[src/rtl/draw_hud_counter_if.sv]
// VGA timing/colour bundle passed between drawing stages.
// Stages take the "in" view upstream and drive the "out" view downstream.
interface vga_if;
    logic [10:0] hcount;
    logic [10:0] vcount;
    logic        hsync;
    logic        vsync;
    logic        hblnk;
    logic        vblnk;
    logic [11:0] rgb;

    modport in  (input  hcount, vcount, hsync, vsync, hblnk, vblnk, rgb);
    modport out (output hcount, vcount, hsync, vsync, hblnk, vblnk, rgb);
endinterface

[src/rtl/draw_hud_counter.sv]
// HUD overlay: draws "<label><decimal value>" in a box on the VGA stream, 3-clk pipeline.
// Optional HUD_BLINK_EN macro blinks the digits while the committed value is below WARN_LEVEL.
//
// state  | meaning
// IDLE   | waiting for the next vblnk rising edge
// SHIFT  | double-dabble: one shadow bit per clk, MSB first
// COMMIT | load finished BCD (or all nines) into the displayed digits
module draw_hud_counter #(
    parameter int          VALUE_W     = 10,
    parameter int          NUM_DIGITS  = 3,
    parameter int          LABEL_LEN   = 3,
    parameter logic [55:0] LABEL_CODES = 56'({7'h48, 7'h50, 7'h20}),
    parameter int          X_POS       = 150,
    parameter int          Y_POS       = 650,
    parameter int          SCALE_LOG2  = 1,
    parameter logic [11:0] FG_COLOR    = 12'hFFF,
    parameter logic [11:0] BG_COLOR    = 12'h0F0,
    parameter int          WARN_LEVEL  = 3
) (
    input  logic               clk,
    input  logic               rst,
    vga_if.in                  in,
    vga_if.out                 out,
    input  logic [VALUE_W-1:0] value,
    output logic [10:0]        addr,
    input  logic [7:0]         char_line_pixels
);

    localparam int              BCD_W    = 4 * NUM_DIGITS;
    localparam int              CHARS    = LABEL_LEN + NUM_DIGITS;
    localparam logic [11:0]     X_LO     = 12'(X_POS);
    localparam logic [11:0]     X_HI     = 12'(X_POS + CHARS * (8 << SCALE_LOG2));
    localparam logic [11:0]     Y_LO     = 12'(Y_POS);
    localparam logic [11:0]     Y_HI     = 12'(Y_POS + (16 << SCALE_LOG2));
    localparam logic [31:0]     MAX_VAL  = 32'(10 ** NUM_DIGITS - 1);
    localparam int              CNT_W    = (VALUE_W > 1) ? $clog2(VALUE_W) : 1;
    localparam logic [CNT_W-1:0] CNT_LAST = CNT_W'(VALUE_W - 1);
    localparam logic [BCD_W-1:0] ALL9    = {NUM_DIGITS{4'h9}};

    typedef struct packed {
        logic [10:0] hcount;
        logic [10:0] vcount;
        logic        hsync;
        logic        vsync;
        logic        hblnk;
        logic        vblnk;
        logic [11:0] rgb;
    } timing_t;

    typedef enum logic [1:0] {
        IDLE   = 2'd0,
        SHIFT  = 2'd1,
        COMMIT = 2'd2
    } state_t;

    timing_t cur, s1, s2;
    assign cur = {in.hcount, in.vcount, in.hsync, in.vsync, in.hblnk, in.vblnk, in.rgb};

    state_t            state, state_next;
    logic              vblnk_prev;
    logic              vblnk_rise;
    logic [VALUE_W-1:0] shadow;
    logic [BCD_W-1:0]  bcd_sr;
    logic [BCD_W-1:0]  bcd_adj;
    logic [CNT_W-1:0]  bit_cnt;
    logic [BCD_W-1:0]  digits;
    logic              sat;
    logic              hide_digits;

    assign vblnk_rise = in.vblnk & ~vblnk_prev;
    assign sat        = 32'(shadow) > MAX_VAL;

    always_ff @(posedge clk or posedge rst) begin
        if (rst) begin
            state <= IDLE;
        end else begin
            state <= state_next;
        end
    end

    // A new vblnk edge always wins: an unfinished conversion is simply restarted.
    always_comb begin
        state_next = state;
        case (state)
            IDLE:    state_next = IDLE;
            SHIFT:   if (bit_cnt == '0) state_next = COMMIT;
            COMMIT:  state_next = IDLE;
            default: state_next = IDLE;
        endcase
        if (vblnk_rise) state_next = SHIFT;
    end

    always_comb begin
        bcd_adj = bcd_sr;
        for (int i = 0; i < NUM_DIGITS; i++) begin
            if (bcd_sr[i*4 +: 4] >= 4'd5) bcd_adj[i*4 +: 4] = bcd_sr[i*4 +: 4] + 4'd3;
        end
    end

    // Bits carried out of the top digit are dropped; overflow is handled by the saturation compare.
    always_ff @(posedge clk or posedge rst) begin
        if (rst) begin
            vblnk_prev <= 1'b0;
            shadow     <= '0;
            bcd_sr     <= '0;
            bit_cnt    <= '0;
            digits     <= '0;
        end else begin
            vblnk_prev <= in.vblnk;
            if (vblnk_rise) begin
                shadow  <= value;
                bcd_sr  <= '0;
                bit_cnt <= CNT_LAST;
            end else if (state == SHIFT) begin
                bcd_sr  <= BCD_W'({bcd_adj, shadow[bit_cnt]});
                bit_cnt <= bit_cnt - 1'b1;
            end else if (state == COMMIT) begin
                digits  <= sat ? ALL9 : bcd_sr;
            end
        end
    end

`ifdef HUD_BLINK_EN
    localparam logic [31:0] WARN_U = 32'(WARN_LEVEL);
    logic [4:0] frame_cnt;
    logic       warn_q;

    always_ff @(posedge clk or posedge rst) begin
        if (rst) begin
            frame_cnt <= '0;
            warn_q    <= (WARN_U != 32'd0);
        end else begin
            if (vblnk_rise) frame_cnt <= frame_cnt + 5'd1;
            if (state == COMMIT) warn_q <= (32'(shadow) < WARN_U);
        end
    end

    assign hide_digits = warn_q & frame_cnt[4];
`else
    assign hide_digits = 1'b0;
`endif

    // Stage 1: character/glyph addressing relative to the box origin.
    logic [10:0] dx, dy, col_x;
    logic [7:0]  char_idx;
    logic [2:0]  col;
    logic [3:0]  glyph_line;
    logic        in_box;

    assign dx         = in.hcount - 11'(X_POS);
    assign dy         = in.vcount - 11'(Y_POS);
    assign col_x      = dx >> SCALE_LOG2;
    assign char_idx   = col_x[10:3];
    assign col        = col_x[2:0];
    assign glyph_line = 4'(dy >> SCALE_LOG2);
    assign in_box     = ({1'b0, in.hcount} >= X_LO) && ({1'b0, in.hcount} < X_HI) &&
                        ({1'b0, in.vcount} >= Y_LO) && ({1'b0, in.vcount} < Y_HI);

    // lead_blank[0] is the most significant digit; the last digit is never blanked.
    logic [NUM_DIGITS-1:0] lead_blank;
    always_comb begin : blank_calc
        logic zero_run;
        zero_run   = 1'b1;
        lead_blank = '0;
        for (int i = 0; i < NUM_DIGITS - 1; i++) begin
            zero_run      = zero_run && (digits[(NUM_DIGITS-1-i)*4 +: 4] == 4'd0);
            lead_blank[i] = zero_run;
        end
    end

    logic [6:0] char_code;
    logic       is_digit;
    always_comb begin
        char_code = 7'h20;
        is_digit  = 1'b0;
        for (int i = 0; i < LABEL_LEN; i++) begin
            if (char_idx == 8'(i)) char_code = LABEL_CODES[(LABEL_LEN-1-i)*7 +: 7];
        end
        for (int i = 0; i < NUM_DIGITS; i++) begin
            if (char_idx == 8'(LABEL_LEN + i)) begin
                is_digit  = 1'b1;
                char_code = lead_blank[i] ? 7'h20 : {3'b011, digits[(NUM_DIGITS-1-i)*4 +: 4]};
            end
        end
    end

    logic       s1_in_box, s2_in_box;
    logic [2:0] s1_col, s2_col;
    logic       s1_is_digit, s2_is_digit;

    always_ff @(posedge clk or posedge rst) begin
        if (rst) begin
            s1          <= '0;
            s1_in_box   <= 1'b0;
            s1_col      <= '0;
            s1_is_digit <= 1'b0;
            addr        <= '0;
            s2          <= '0;
            s2_in_box   <= 1'b0;
            s2_col      <= '0;
            s2_is_digit <= 1'b0;
        end else begin
            s1          <= cur;
            s1_in_box   <= in_box;
            s1_col      <= col;
            s1_is_digit <= is_digit;
            if (in_box) addr <= {char_code, glyph_line};
            s2          <= s1;
            s2_in_box   <= s1_in_box;
            s2_col      <= s1_col;
            s2_is_digit <= s1_is_digit;
        end
    end

    // Stage 3: font row arrives now, bit 7 is the leftmost pixel.
    logic        pix_on;
    logic [11:0] rgb_next;
    always_comb begin
        pix_on   = char_line_pixels[3'd7 - s2_col];
        rgb_next = s2.rgb;
        if (s2_in_box) begin
            rgb_next = (pix_on && !(s2_is_digit && hide_digits)) ? FG_COLOR : BG_COLOR;
        end
    end

    always_ff @(posedge clk or posedge rst) begin
        if (rst) begin
            out.hcount <= '0;
            out.vcount <= '0;
            out.hsync  <= 1'b0;
            out.vsync  <= 1'b0;
            out.hblnk  <= 1'b0;
            out.vblnk  <= 1'b0;
            out.rgb    <= '0;
        end else begin
            out.hcount <= s2.hcount;
            out.vcount <= s2.vcount;
            out.hsync  <= s2.hsync;
            out.vsync  <= s2.vsync;
            out.hblnk  <= s2.hblnk;
            out.vblnk  <= s2.vblnk;
            out.rgb    <= rgb_next;
        end
    end

endmodule

[src/flat_wrapper.sv]
// flat-port wrapper written by rule: the top's interface ports become plain ports
module draw_hud_counter_flat 
#(
    parameter int          VALUE_W     = 10,
    parameter int          NUM_DIGITS  = 3,
    parameter int          LABEL_LEN   = 3,
    parameter logic [55:0] LABEL_CODES = 56'({7'h48, 7'h50, 7'h20}),
    parameter int          X_POS       = 150,
    parameter int          Y_POS       = 650,
    parameter int          SCALE_LOG2  = 1,
    parameter logic [11:0] FG_COLOR    = 12'hFFF,
    parameter logic [11:0] BG_COLOR    = 12'h0F0,
    parameter int          WARN_LEVEL  = 3
)
  (clk, rst, value, addr, char_line_pixels, in_hcount, in_vcount, in_hsync, in_vsync, in_hblnk, in_vblnk, in_rgb, out_hcount, out_vcount, out_hsync, out_vsync, out_hblnk, out_vblnk, out_rgb);
  vga_if in_i ();
  vga_if out_i ();
  input  logic clk;
  input  logic rst;
  input  logic [VALUE_W-1:0] value;
  output logic [10:0] addr;
  input  logic [7:0] char_line_pixels;
  input wire logic [$bits(in_i.hcount)-1:0] in_hcount;
  input wire logic [$bits(in_i.vcount)-1:0] in_vcount;
  input wire logic [$bits(in_i.hsync)-1:0] in_hsync;
  input wire logic [$bits(in_i.vsync)-1:0] in_vsync;
  input wire logic [$bits(in_i.hblnk)-1:0] in_hblnk;
  input wire logic [$bits(in_i.vblnk)-1:0] in_vblnk;
  input wire logic [$bits(in_i.rgb)-1:0] in_rgb;
  output wire logic [$bits(out_i.hcount)-1:0] out_hcount;
  output wire logic [$bits(out_i.vcount)-1:0] out_vcount;
  output wire logic [$bits(out_i.hsync)-1:0] out_hsync;
  output wire logic [$bits(out_i.vsync)-1:0] out_vsync;
  output wire logic [$bits(out_i.hblnk)-1:0] out_hblnk;
  output wire logic [$bits(out_i.vblnk)-1:0] out_vblnk;
  output wire logic [$bits(out_i.rgb)-1:0] out_rgb;
  assign in_i.hcount = in_hcount;
  assign in_i.vcount = in_vcount;
  assign in_i.hsync = in_hsync;
  assign in_i.vsync = in_vsync;
  assign in_i.hblnk = in_hblnk;
  assign in_i.vblnk = in_vblnk;
  assign in_i.rgb = in_rgb;
  assign out_hcount = out_i.hcount;
  assign out_vcount = out_i.vcount;
  assign out_hsync = out_i.hsync;
  assign out_vsync = out_i.vsync;
  assign out_hblnk = out_i.hblnk;
  assign out_vblnk = out_i.vblnk;
  assign out_rgb = out_i.rgb;
  draw_hud_counter #(.VALUE_W(VALUE_W), .NUM_DIGITS(NUM_DIGITS), .LABEL_LEN(LABEL_LEN), .LABEL_CODES(LABEL_CODES), .X_POS(X_POS), .Y_POS(Y_POS), .SCALE_LOG2(SCALE_LOG2), .FG_COLOR(FG_COLOR), .BG_COLOR(BG_COLOR), .WARN_LEVEL(WARN_LEVEL)) u_core (.clk(clk), .rst(rst), .in(in_i), .out(out_i), .value(value), .addr(addr), .char_line_pixels(char_line_pixels));
endmodule
[config.mk]
export PLATFORM = sky130hd
export DESIGN_NAME = draw_hud_counter_flat
export DESIGN_NICKNAME = d
export VERILOG_FILES = /design/src/rtl/draw_hud_counter_if.sv /design/src/rtl/draw_hud_counter.sv /design/src/flat_wrapper.sv
export SDC_FILE = /design/constraint.sdc
export NUM_CORES = 1
export LEC_CHECK = 0
export BUFFER_PORTS_ARGS = -buffer_cell sky130_fd_sc_hd__buf_2
export CAP_MARGIN = 10
export CORE_UTILIZATION = 50
export DETAILED_ROUTE_END_ITERATION = 16
export PLACE_DENSITY = 0.79
export SYNTH_ARGS = -nofsm -noshare
export SYNTH_HDL_FRONTEND = slang
export SYNTH_SLANG_ARGS = --single-unit
[constraint.sdc]
create_clock -name clk -period 6.4 [get_ports clk]
set_clock_uncertainty 0.15 [all_clocks]
set_input_delay 1.28 -clock clk [delete_from_list [all_inputs] [get_ports clk]]
set_output_delay 1.28 -clock clk [all_outputs]
set_load 0.02 [all_outputs]
==> impl_metrics.env, run 1 <==
export IMPL_grt_util_all_layers_pct=19.8
export IMPL_netlist_cell_type_count=56
export IMPL_cts_root_buf="clkbuf_16"
export IMPL_cts_buffers=17
export IMPL_synth_edf_count=0
export IMPL_ys_ff_latch=173
export IMPL_grt_pass1_vias=4044
export IMPL_worstPathRequired_ps=6550
export IMPL_detail_route_antenna_nets=0
export IMPL_place_area_sq_mm=0.00698
export IMPL_crit_chain="buf_2 > ha_1 > o21ai_1 > nand2_1 > o21a_1 > nand4b_1 > mux2_1"
export IMPL_syn_nets=570
export IMPL_crit_type="input pin to register"
export IMPL_end_kind="register"
export IMPL_clock_sinks=173
export IMPL_syn_area_per_cell_sq_um=12.5
export IMPL_num_vias=4077
export IMPL_pin_count=107
export IMPL_async_flop_share_pct=100
export IMPL_final_cell_mix="173 x dfrtp_1, 106 x buf_2, 66 x nand2_1"
export IMPL_fin_crit_ps=3290
export IMPL_hold_path_class="register to register"
export IMPL_worstMarginPinSlew_ps=1040
export IMPL_antenna_found_initial=1
export IMPL_cts_resized=0
export IMPL_postCtsSetupBuffers=0
export IMPL_final_net_count=680
export IMPL_slowest_delay_ps=520
export IMPL_crit_family="simple AND/OR/NAND/NOR gates"
export IMPL_ys_seq_area_share_pct=68.8
export IMPL_ctsHtreeMaxLevel=4
export IMPL_leakage_nw=3.57
export IMPL_drtIter0Drc=201
export IMPL_vdd_drop_max_mv=0.243
export IMPL_rsz0062_at_grt="no"
export IMPL_status="completed"
export IMPL_dr_pass1_iters=4
export IMPL_routed_wl_um=11700
export IMPL_setup_viol=0
export IMPL_wl_per_cell_um=14.7
export IMPL_portBuffers=106
export IMPL_syn_inst=502
export IMPL_routabilityCongestion=0.879
export IMPL_num_antenna_cells=0
export IMPL_synthTopCellsByArea="dfrtp_1 69%, nand2_1 3.9%, o21ai_0 2.6%"
export IMPL_die_y_um=114
export IMPL_finalPower_w=0.00281
export IMPL_critical_path_arrival_ps=3440
export IMPL_hpwl_um=8070
export IMPL_final_hold_violation_count=0
export IMPL_cap_violations=0
export IMPL_cellPowerDensity_mw_per_mm2=370
export IMPL_yosys_warnings=0
export IMPL_timing_setup_tns_ps=0
export IMPL_cts_tree="built"
export IMPL_worst_path_max_delay_cell="ha_1"
export IMPL_startpoint_type="input pin"
export IMPL_ys_flop_type="dfrtp_1"
export IMPL_drive_gt1_share_pct=25.1
export IMPL_min_period_over_period_pct=51.4
export IMPL_stdcell_area_sq_mm=0.00760
export IMPL_grt_pass1_wl_um=19600
export IMPL_cts_hold_buffers=0
export IMPL_fmax_mhz=304
export IMPL_cp_max_fo=16
export IMPL_crit_buf_inv=1
export IMPL_relSlewSlack_pct=30.7
export IMPL_via_per_inst=5.14
export IMPL_yosysTopAreaCell="dfrtp_1"
export IMPL_rows=40
export IMPL_holdWs_ps=197
export IMPL_fill_cells=929
export IMPL_fp_coreArea_sq_mm=0.0122
export IMPL_maxSlewViolCount=0
export IMPL_clkLatencyLatePin_ps=420
export IMPL_syn_area_sq_mm=0.00629
export IMPL_synthToLayoutAreaGrowth_pct=20.7
export IMPL_dieWidth_um=114
export IMPL_grt_max_degree=117
export IMPL_clk_pin_slew_ps=60
export IMPL_drc_errors=0
export IMPL_synth_top_area_share_pct=68.8
export IMPL_grt_ovfl_total=0
export IMPL_start_util_pct=51.8
export IMPL_layout_commonest_cell="dfrtp_1"
export IMPL_die_area_sq_mm=0.0130
export IMPL_clockBufferDepth=2
[where the power goes]
part | internal (W) | total (W) | leakage, nW | switching (W)
Sequential | 0.00121 | 0.00131 | 2.10 | 0.000101
Clock | 0.000638 | 0.00105 | 0.291 | 0.000410
Combinational | 0.000194 | 0.000448 | 1.19 | 0.000254
[metrics by stage]
stage	instances	util, %	setup WS (ps)
final	793	62.5	3110
after global routing	793	62.5	2860
after CTS	793	62.5	3170
after detailed placement	761	57.4	2710
after global placement	761	57.4	2810
after floorplan	502	-	282
[metal layers]
metal	up-vias	part of all wire [%]	global-route usage, %
met5	-	0	0
met2	113	51	33.0
met4	0	1.9	9.44
met1	1996	42	24.3
li1	1945	-	-
met3	23	4.8	4.82
[flip-flops by register name (all words and copies together), names as in the netlist]
| signal | flops |
|---|---|
| u_core.s2_in_box | 1 |
| u_core.out.vblnk | 1 |
| u_core.bcd_sr | 12 |
| u_core.state | 2 |
| u_core.out.hblnk | 1 |
| u_core.out.vsync | 1 |
| u_core.s1 | 37 |
| u_core.shadow | 10 |
| u_core.bit_cnt | 4 |
| u_core.s2_col | 3 |
| u_core.out.hsync | 1 |
| u_core.digits | 12 |
| u_core.out.rgb | 12 |
| u_core.out.vcount | 11 |
| u_core.s1_col | 3 |
| u_core.s2 | 38 |
| u_core.addr | 11 |
| u_core.vblnk_prev | 1 |
| u_core.out.hcount | 11 |
| u_core.s1_in_box | 1 |
[kinds of logic (layout without fill, tap and decap cells)]
family	count (synthesis)	in the layout	share of synthesized area (%)
flops	173	173	68.8
simple gates	139	139	11.0
compound gates	112	112	11.2
buf+inv	44	167	2.76
xor+xnor	15	15	2.09
fa+ha+maj	10	10	1.99
mux	9	9	2.27
[path summary, 6_finish.rpt]
path | startpoint | end | slack [ps] | cells after the start
max | in_hcount[1] | u_core.addr[9] | 3110 | 7
min | u_core.s2[22] | u_core.out.vcount[6] | 200 | 0
max reg2reg | u_core.vblnk_prev | u_core.digits[4] | 4430 | 4
min reg2reg | u_core.s2[22] | u_core.out.vcount[6] | 200 | 0
max in group asynchronous | rst | u_core.out.hcount[4] | 3870 | 3
min in group asynchronous | rst | u_core.out.hcount[0] | 950 | 2
[layout make-up]
class / count / area, sq um / share of cell area, %
multi-input combinational: 285 / 1790 / 23.6
clock inverter: 12 / 159 / 2.09
clock buffer: 20 / 457 / 6.01
timing repair buffer: 108 / 546 / 7.18
inverter: 27 / 106 / 1.40
sequential: 173 / 4330 / 57.0
tap: 168 / 210 / 2.77
[cell usage after synthesis (all sizes together) (2+ instances only)]
cell type,instances
a211oi,6
a21o,3
a21oi,23
a221oi,3
a22o,3
a31oi,2
a32o,3
and3,2
buf,3
clkbuf,14
dfrtp,173
ha,10
inv,27
mux2,2
mux2i,3
mux4,4
nand2,66
nand2b,7
nand3,7
nand3b,3
nand4,2
nand4b,4
nor2,23
nor2b,6
nor3,4
nor3b,3
nor4,3
nor4b,2
o2111ai,3
o211ai,5
o21a,3
o21ai,45
o22a,3
o22ai,5
or2,4
xnor2,12
xor2,3
(Power assumes the default switching activity.)
==> inputs of run 2 (changes only) <==
--- a/config.mk
+++ b/config.mk
@@ -5,11 +5,12 @@
 export SDC_FILE = /design/constraint.sdc
 export NUM_CORES = 1
 export LEC_CHECK = 0
+export ABC_AREA = 1
 export BUFFER_PORTS_ARGS = -buffer_cell sky130_fd_sc_hd__buf_2
 export CAP_MARGIN = 10
-export CORE_UTILIZATION = 50
+export CORE_UTILIZATION = 55
 export DETAILED_ROUTE_END_ITERATION = 16
-export PLACE_DENSITY = 0.79
+export PLACE_DENSITY = 0.82
 export SYNTH_ARGS = -nofsm -noshare
 export SYNTH_HDL_FRONTEND = slang
 export SYNTH_SLANG_ARGS = --single-unit
==> constraint.sdc (replaced) <==
create_clock -name clk -period 3.2 [get_ports clk]
set_clock_uncertainty 0.15 [all_clocks]
set_input_delay 0.64 -clock clk [delete_from_list [all_inputs] [get_ports clk]]
set_output_delay 0.64 -clock clk [all_outputs]
set_load 0.02 [all_outputs]
==> run 2 against run 1 <==
Setup slack worse by 2300 ps; total power is 98% higher; hold slack lost 24 ps; critical path type unchanged.
==> impl_metrics.env, run 2 <==
export IMPL_status="completed"
export IMPL_portBuffers=106
export IMPL_dr_pass1_iters=5
export IMPL_cellPowerDensity_mw_per_mm2=738
export IMPL_vdd_drop_max_mv=0.447
export IMPL_synth_most_common_cell="dfrtp_1"
export IMPL_setup_viol=0
export IMPL_instances_no_fill=836
export IMPL_yosys_top_cells_count="173 x dfrtp_1, 112 x nand2_1, 61 x inv_1, 40 x nand3_1, 37 x o21ai_0"
export IMPL_syn_area_per_cell_sq_um=11.1
export IMPL_start_util_pct=57.1
export IMPL_fp_coreArea_sq_mm=0.0109
export IMPL_worst_path_max_delay_cell="nor2_2"
export IMPL_syn_area_sq_mm=0.00625
export IMPL_worstMarginPinSlew_ps=835
export IMPL_synthToLayoutAreaGrowth_pct=21.0
export IMPL_place_inst=804
export IMPL_fmax_mhz=423
export IMPL_layout_commonest_cell="dfrtp_1"
export IMPL_leakage_nw=3.82
export IMPL_rsz0062_at_grt="no"
export IMPL_timing_setup_tns_ps=0
export IMPL_final_net_count=751
export IMPL_rows=38
export IMPL_ys_ff_latch=173
export IMPL_crit_type="input pin to register"
export IMPL_r2r_start="u_core.state[1]"
export IMPL_path_common_cell="nand2_1"
export IMPL_startpoint_type="input pin"
export IMPL_largest_register_ffs=38
export IMPL_dieWidth_um=109
export IMPL_clkLatencyLatePin_ps=420
export IMPL_drive_gt1_share_pct=24.9
export IMPL_relSlewSlack_pct=44.2
export IMPL_ys_seq_area_share_pct=69.3
export IMPL_wl_per_cell_um=15.9
export IMPL_pin_count=107
export IMPL_antenna_found_initial=0
export IMPL_min_period_over_period_pct=73.9
export IMPL_postCtsSetupBuffers=0
export IMPL_grt_pass1_vias=4516
export IMPL_grt_util_all_layers_pct=24.8
export IMPL_final_hold_violation_count=0
export IMPL_drtIter0Drc=337
export IMPL_ys_flop_type="dfrtp_1"
export IMPL_num_vias=4398
export IMPL_final_cell_mix="173 x dfrtp_1, 112 x nand2_1, 106 x buf_2"
export IMPL_hpwl_um=8320
export IMPL_reg_top3="u_core.s2 (38), u_core.s1 (37)"
export IMPL_synth_top_area_share_pct=69.3
export IMPL_clockBufferDepth=2
export IMPL_clk_pin_slew_ps=60
export IMPL_detail_route_antenna_nets=0
export IMPL_cts_tree="built"
export IMPL_crit_chain="buf_2 > nor2_1 > a21boi_2 > nand2_1 > nand2_1 > nand2_1 > nor2_2 > nand2_1 > nand3_1 > nand2_1 > nand2_1"
export IMPL_min_delay_start="in_rgb[7]"
export IMPL_die_y_um=109
export IMPL_cts_buffers=17
export IMPL_synth_edf_count=0
export IMPL_via_per_inst=5.26
export IMPL_top_register="u_core.s2"
export IMPL_place_area_sq_mm=0.00697
export IMPL_cts_root_buf="clkbuf_16"
export IMPL_die_area_sq_mm=0.0118
export IMPL_grt_ovfl_total=0
export IMPL_syn_nets=631
export IMPL_num_antenna_cells=0
export IMPL_synthTopCellsByArea="dfrtp_1 69%, nand2_1 6.7%, inv_1 3.7%"
export IMPL_crit_path_start="in_hcount[8]"
export IMPL_worstPathRequired_ps=3410
export IMPL_clock_sinks=173
export IMPL_fin_crit_ps=2360
export IMPL_yosysTopAreaCell="dfrtp_1"
export IMPL_crit_buf_inv=1
export IMPL_end_kind="register"
export IMPL_grt_pass1_wl_um=21500
export IMPL_crit_family="simple AND/OR/NAND/NOR gates"
export IMPL_critical_path_arrival_ps=2580
export IMPL_slowest_delay_ps=420
export IMPL_cp_max_fo=12
export IMPL_drc_errors=0
export IMPL_netlist_cell_type_count=35
export IMPL_hold_path_class="input pin to register"
export IMPL_syn_inst=563
export IMPL_maxSlewViolCount=0
export IMPL_cap_violations=0
export IMPL_routed_wl_um=13300
export IMPL_cts_hold_buffers=0
export IMPL_yosys_warnings=0
export IMPL_async_flop_share_pct=100
export IMPL_cts_resized=0
export IMPL_ctsHtreeMaxLevel=4
export IMPL_routabilityCongestion=0.858
export IMPL_grt_max_degree=63
export IMPL_stdcell_area_sq_mm=0.00756
-- run 2: logic make-up after synthesis --
logic type,count (synthesis),share of synthesized area (%)
AND/OR/NAND/NOR,214,15.1
buffers and inverters,78,5.03
multiplexers,2,0.320
AO/OA/AOI/OAI,79,7.25
adder cells (fa/ha/maj),10,2.00
flip-flops,173,69.3
XOR/XNOR,7,0.981
-- run 2: worst paths after layout --
path | slack, ps | endpoint | cells past startpoint
max | 840 | u_core.addr[4] | 11
max in group asynchronous | 1790 | u_core.s1[9] | 3
min reg2reg | 200 | u_core.out.hcount[10] | 0
min | 170 | u_core.s1[7] | 1
min in group asynchronous | 230 | u_core.s2[15] | 2
max reg2reg | 1220 | u_core.bcd_sr[4] | 7
-- run 2: per-stage QoR --
stage	power, W	util [%]	setup WS, ps	hold slack, ps
after detailed placement	0.00354	63.7	630	185
after CTS	0.00561	69.1	897	158
after global placement	0.00346	63.7	764	181
after floorplan	0.00325	-	199	181
final	0.00558	69.1	835	172
after global routing	0.00587	69.1	701	154
-- run 2: layout make-up --
type	count	area [sq um]
Clock buffer	18	439
Clock inverter	14	155
Fill cell	759	3380
Inverter	68	259
Multi-Input combinational cell	312	1610
Sequential cell	173	4330
Tap cell	140	175
Timing Repair Buffer	111	593
-- run 2: power by group --
part           switching (W)  total [W]  internal [W]
clock network       0.000874    0.00206       0.00119
registers           0.000189    0.00264       0.00245
logic               0.000564   0.000880      0.000316
total                0.00163    0.00558       0.00395
-- run 2: routing by layer --
layer / global-route usage [%] / routed length, um / vias to the layer above
li1: - / - / 2054
met1: 28.9 / 5310 / 2151
met2: 42.7 / 6970 / 165
met3: 6.63 / 645 / 28
met4: 11.5 / 346 / 0
met5: 0 / 0 / -
==> inputs of run 3 (changes only) <==
--- a/config.mk
+++ b/config.mk
@@ -5,12 +5,12 @@
 export SDC_FILE = /design/constraint.sdc
 export NUM_CORES = 1
 export LEC_CHECK = 0
-export ABC_AREA = 1
+export ABC_AREA = 0
 export BUFFER_PORTS_ARGS = -buffer_cell sky130_fd_sc_hd__buf_2
 export CAP_MARGIN = 10
-export CORE_UTILIZATION = 55
+export CORE_UTILIZATION = 50
 export DETAILED_ROUTE_END_ITERATION = 16
-export PLACE_DENSITY = 0.82
+export PLACE_DENSITY = 0.79
 export SYNTH_ARGS = -nofsm -noshare
 export SYNTH_HDL_FRONTEND = slang
 export SYNTH_SLANG_ARGS = --single-unit
==> constraint.sdc (replaced) <==
create_clock -name clk -period 2.13 [get_ports clk]
set_clock_uncertainty 0.15 [all_clocks]
set_input_delay 0.426 -clock clk [delete_from_list [all_inputs] [get_ports clk]]
set_output_delay 0.426 -clock clk [all_outputs]
set_load 0.02 [all_outputs]
==> run 3 against run 2 <==
Critical path depth decreased by 5; flip-flop and latch count unchanged; sequential power rose by 50%; critical path type unchanged; largest cell class unchanged; largest power group unchanged; highest routed layer unchanged.
==> impl_metrics.env, run 3 (synthesized netlist as in run 1, its figures left out) <==
export IMPL_routabilityCongestion=0.929
export IMPL_num_vias=4367
export IMPL_end_kind="register"
export IMPL_fin_crit_ps=2070
export IMPL_rsz0062_at_grt="no"
export IMPL_reg2reg_depth=5
export IMPL_cts_tree="built"
export IMPL_ctsHtreeMaxLevel=4
export IMPL_synthToLayoutAreaGrowth_pct=28.9
export IMPL_final_cell_mix="173 x dfrtp_1, 103 x buf_2, 66 x nand2_1"
export IMPL_detail_route_antenna_nets=0
export IMPL_crit_chain="dlygate4sd3_1 > or4b_4 > nor3_4 > buf_4 > nor2_1 > a21oi_1"
export IMPL_layout_commonest_cell="dfrtp_1"
export IMPL_die_y_um=114
export IMPL_dieWidth_um=114
export IMPL_reg_top3="u_core.s2 (38), u_core.s1 (37)"
export IMPL_drive_gt1_share_pct=27.0
export IMPL_portBuffers=106
export IMPL_critical_path_arrival_ps=2250
export IMPL_final_hold_violation_count=0
export IMPL_grt_util_all_layers_pct=21.6
export IMPL_cellPowerDensity_mw_per_mm2=1040
export IMPL_worstMarginPinSlew_ps=443
export IMPL_hpwl_um=8590
export IMPL_antenna_found_initial=0
export IMPL_leakage_nw=3.84
export IMPL_rows=40
export IMPL_start_util_pct=51.8
export IMPL_timing_setup_tns_ps=0
export IMPL_routed_wl_um=12800
export IMPL_min_path_cells=1
export IMPL_clk_pin_slew_ps=60
export IMPL_grt_pass1_wl_um=21300
export IMPL_slowest_delay_ps=610
export IMPL_clock_sinks=173
export IMPL_grt_pass1_vias=4471
export IMPL_maxSlewViolCount=0
export IMPL_grt_ovfl_total=0
export IMPL_cts_root_buf="clkbuf_16"
export IMPL_hold_path_class="input pin to register"
export IMPL_top_register="u_core.s2"
export IMPL_clkLatencyLatePin_ps=420
export IMPL_fmax_mhz=484
export IMPL_cts_buffers=17
export IMPL_dr_pass1_iters=7
export IMPL_wl_per_cell_um=15.0
export IMPL_vdd_drop_max_mv=0.621
export IMPL_pin_count=107
export IMPL_stdcell_area_sq_mm=0.00812
export IMPL_final_net_count=737
export IMPL_startpoint_type="input pin"
export IMPL_clockBufferDepth=2
export IMPL_via_per_inst=5.13
export IMPL_worstPathRequired_ps=2310
export IMPL_largest_register_ffs=38
export IMPL_worst_path_max_delay_cell="dlygate4sd3_1"
export IMPL_die_area_sq_mm=0.0130
export IMPL_status="completed"
export IMPL_min_period_over_period_pct=97.1
export IMPL_place_area_sq_mm=0.00723
export IMPL_relSlewSlack_pct=70.3
export IMPL_grt_max_degree=78
export IMPL_cp_max_fo=4
export IMPL_setup_viol=0
export IMPL_fp_coreArea_sq_mm=0.0122
export IMPL_crit_type="input pin to register"
export IMPL_drtIter0Drc=206
export IMPL_cap_violations=0
export IMPL_drc_errors=0
## run 3: cell type report
| type | instances | area (sq um) |
|---|---|---|
| Sequential cell | 173 | 4330 |
| Fill cell | 897 | 4050 |
| Multi-Input combinational cell | 285 | 1810 |
| Timing Repair Buffer | 165 | 1080 |
| Clock buffer | 21 | 450 |
| Tap cell | 168 | 210 |
| Clock inverter | 11 | 133 |
| Inverter | 27 | 105 |
| Antenna cell | 1 | 2.50 |
## run 3: path summary, 6_finish.rpt
path	slack, ps	from	to
setup / recovery	60	in_vcount[6]	u_core.addr[10]
hold / removal	20	in_hcount[5]	u_core.s1[32]
setup reg to reg	390	u_core.bit_cnt[1]	u_core.bcd_sr[0]
hold reg to reg	190	u_core.s2[18]	u_core.out.vcount[2]
max in group asynchronous	790	rst	u_core.s1[16]
min in group asynchronous	360	rst	u_core.s2[15]
## run 3: layer usage
layer | share of wire (%) | GRT usage (%) | routed length [um]
met3 | 3.2 | 4.82 | 413
met2 | 53 | 37.4 | 6720
met4 | 2.1 | 10.6 | 263
met5 | 0 | 0 | 0
met1 | 42 | 25.6 | 5400
## run 3: power by group
part           total [W]  leakage [nW]  internal [W]  switching (W)
combinational    0.00148          1.46      0.000677       0.000802
sequential       0.00396          2.10       0.00365       0.000309
clock            0.00301         0.284       0.00178        0.00124
total            0.00845          3.84       0.00610        0.00235
## run 3: worst max-delay path, delay by kind of cell
kind,cells,cell delay (ps)
AO/OA/AOI/OAI,1,130
buffers and inverters,2,780
AND/OR/NAND/NOR,3,900
## run 3: metrics by stage
stage / hold slack [ps] / setup WS [ps] / util (%) / total power (W) / std cells
after floorplan: 181 / -657 / - / 0.00496 / 502
after global placement: 182 / -32.5 / 59.5 / 0.00535 / 791
after detailed placement: 185 / -83.8 / 59.5 / 0.00545 / 791
after CTS: 0.340 / 60.0 / 66.6 / 0.00854 / 852
after global routing: 13.8 / 14.3 / 66.7 / 0.00890 / 850
final: 20.0 / 62.3 / 66.7 / 0.00845 / 851
## run 3: what timing repair did
| action | 4_1_cts | 5_1_grt |
|---|---|---|
| hold buffers | 29 | 0 |
| hold endpoints to repair | 38 | 0 |
| endpoints found under the setup margin | 0 | 8 |
| resized for setup | 0 | 4 |
| setup buffers | 0 | 1 |
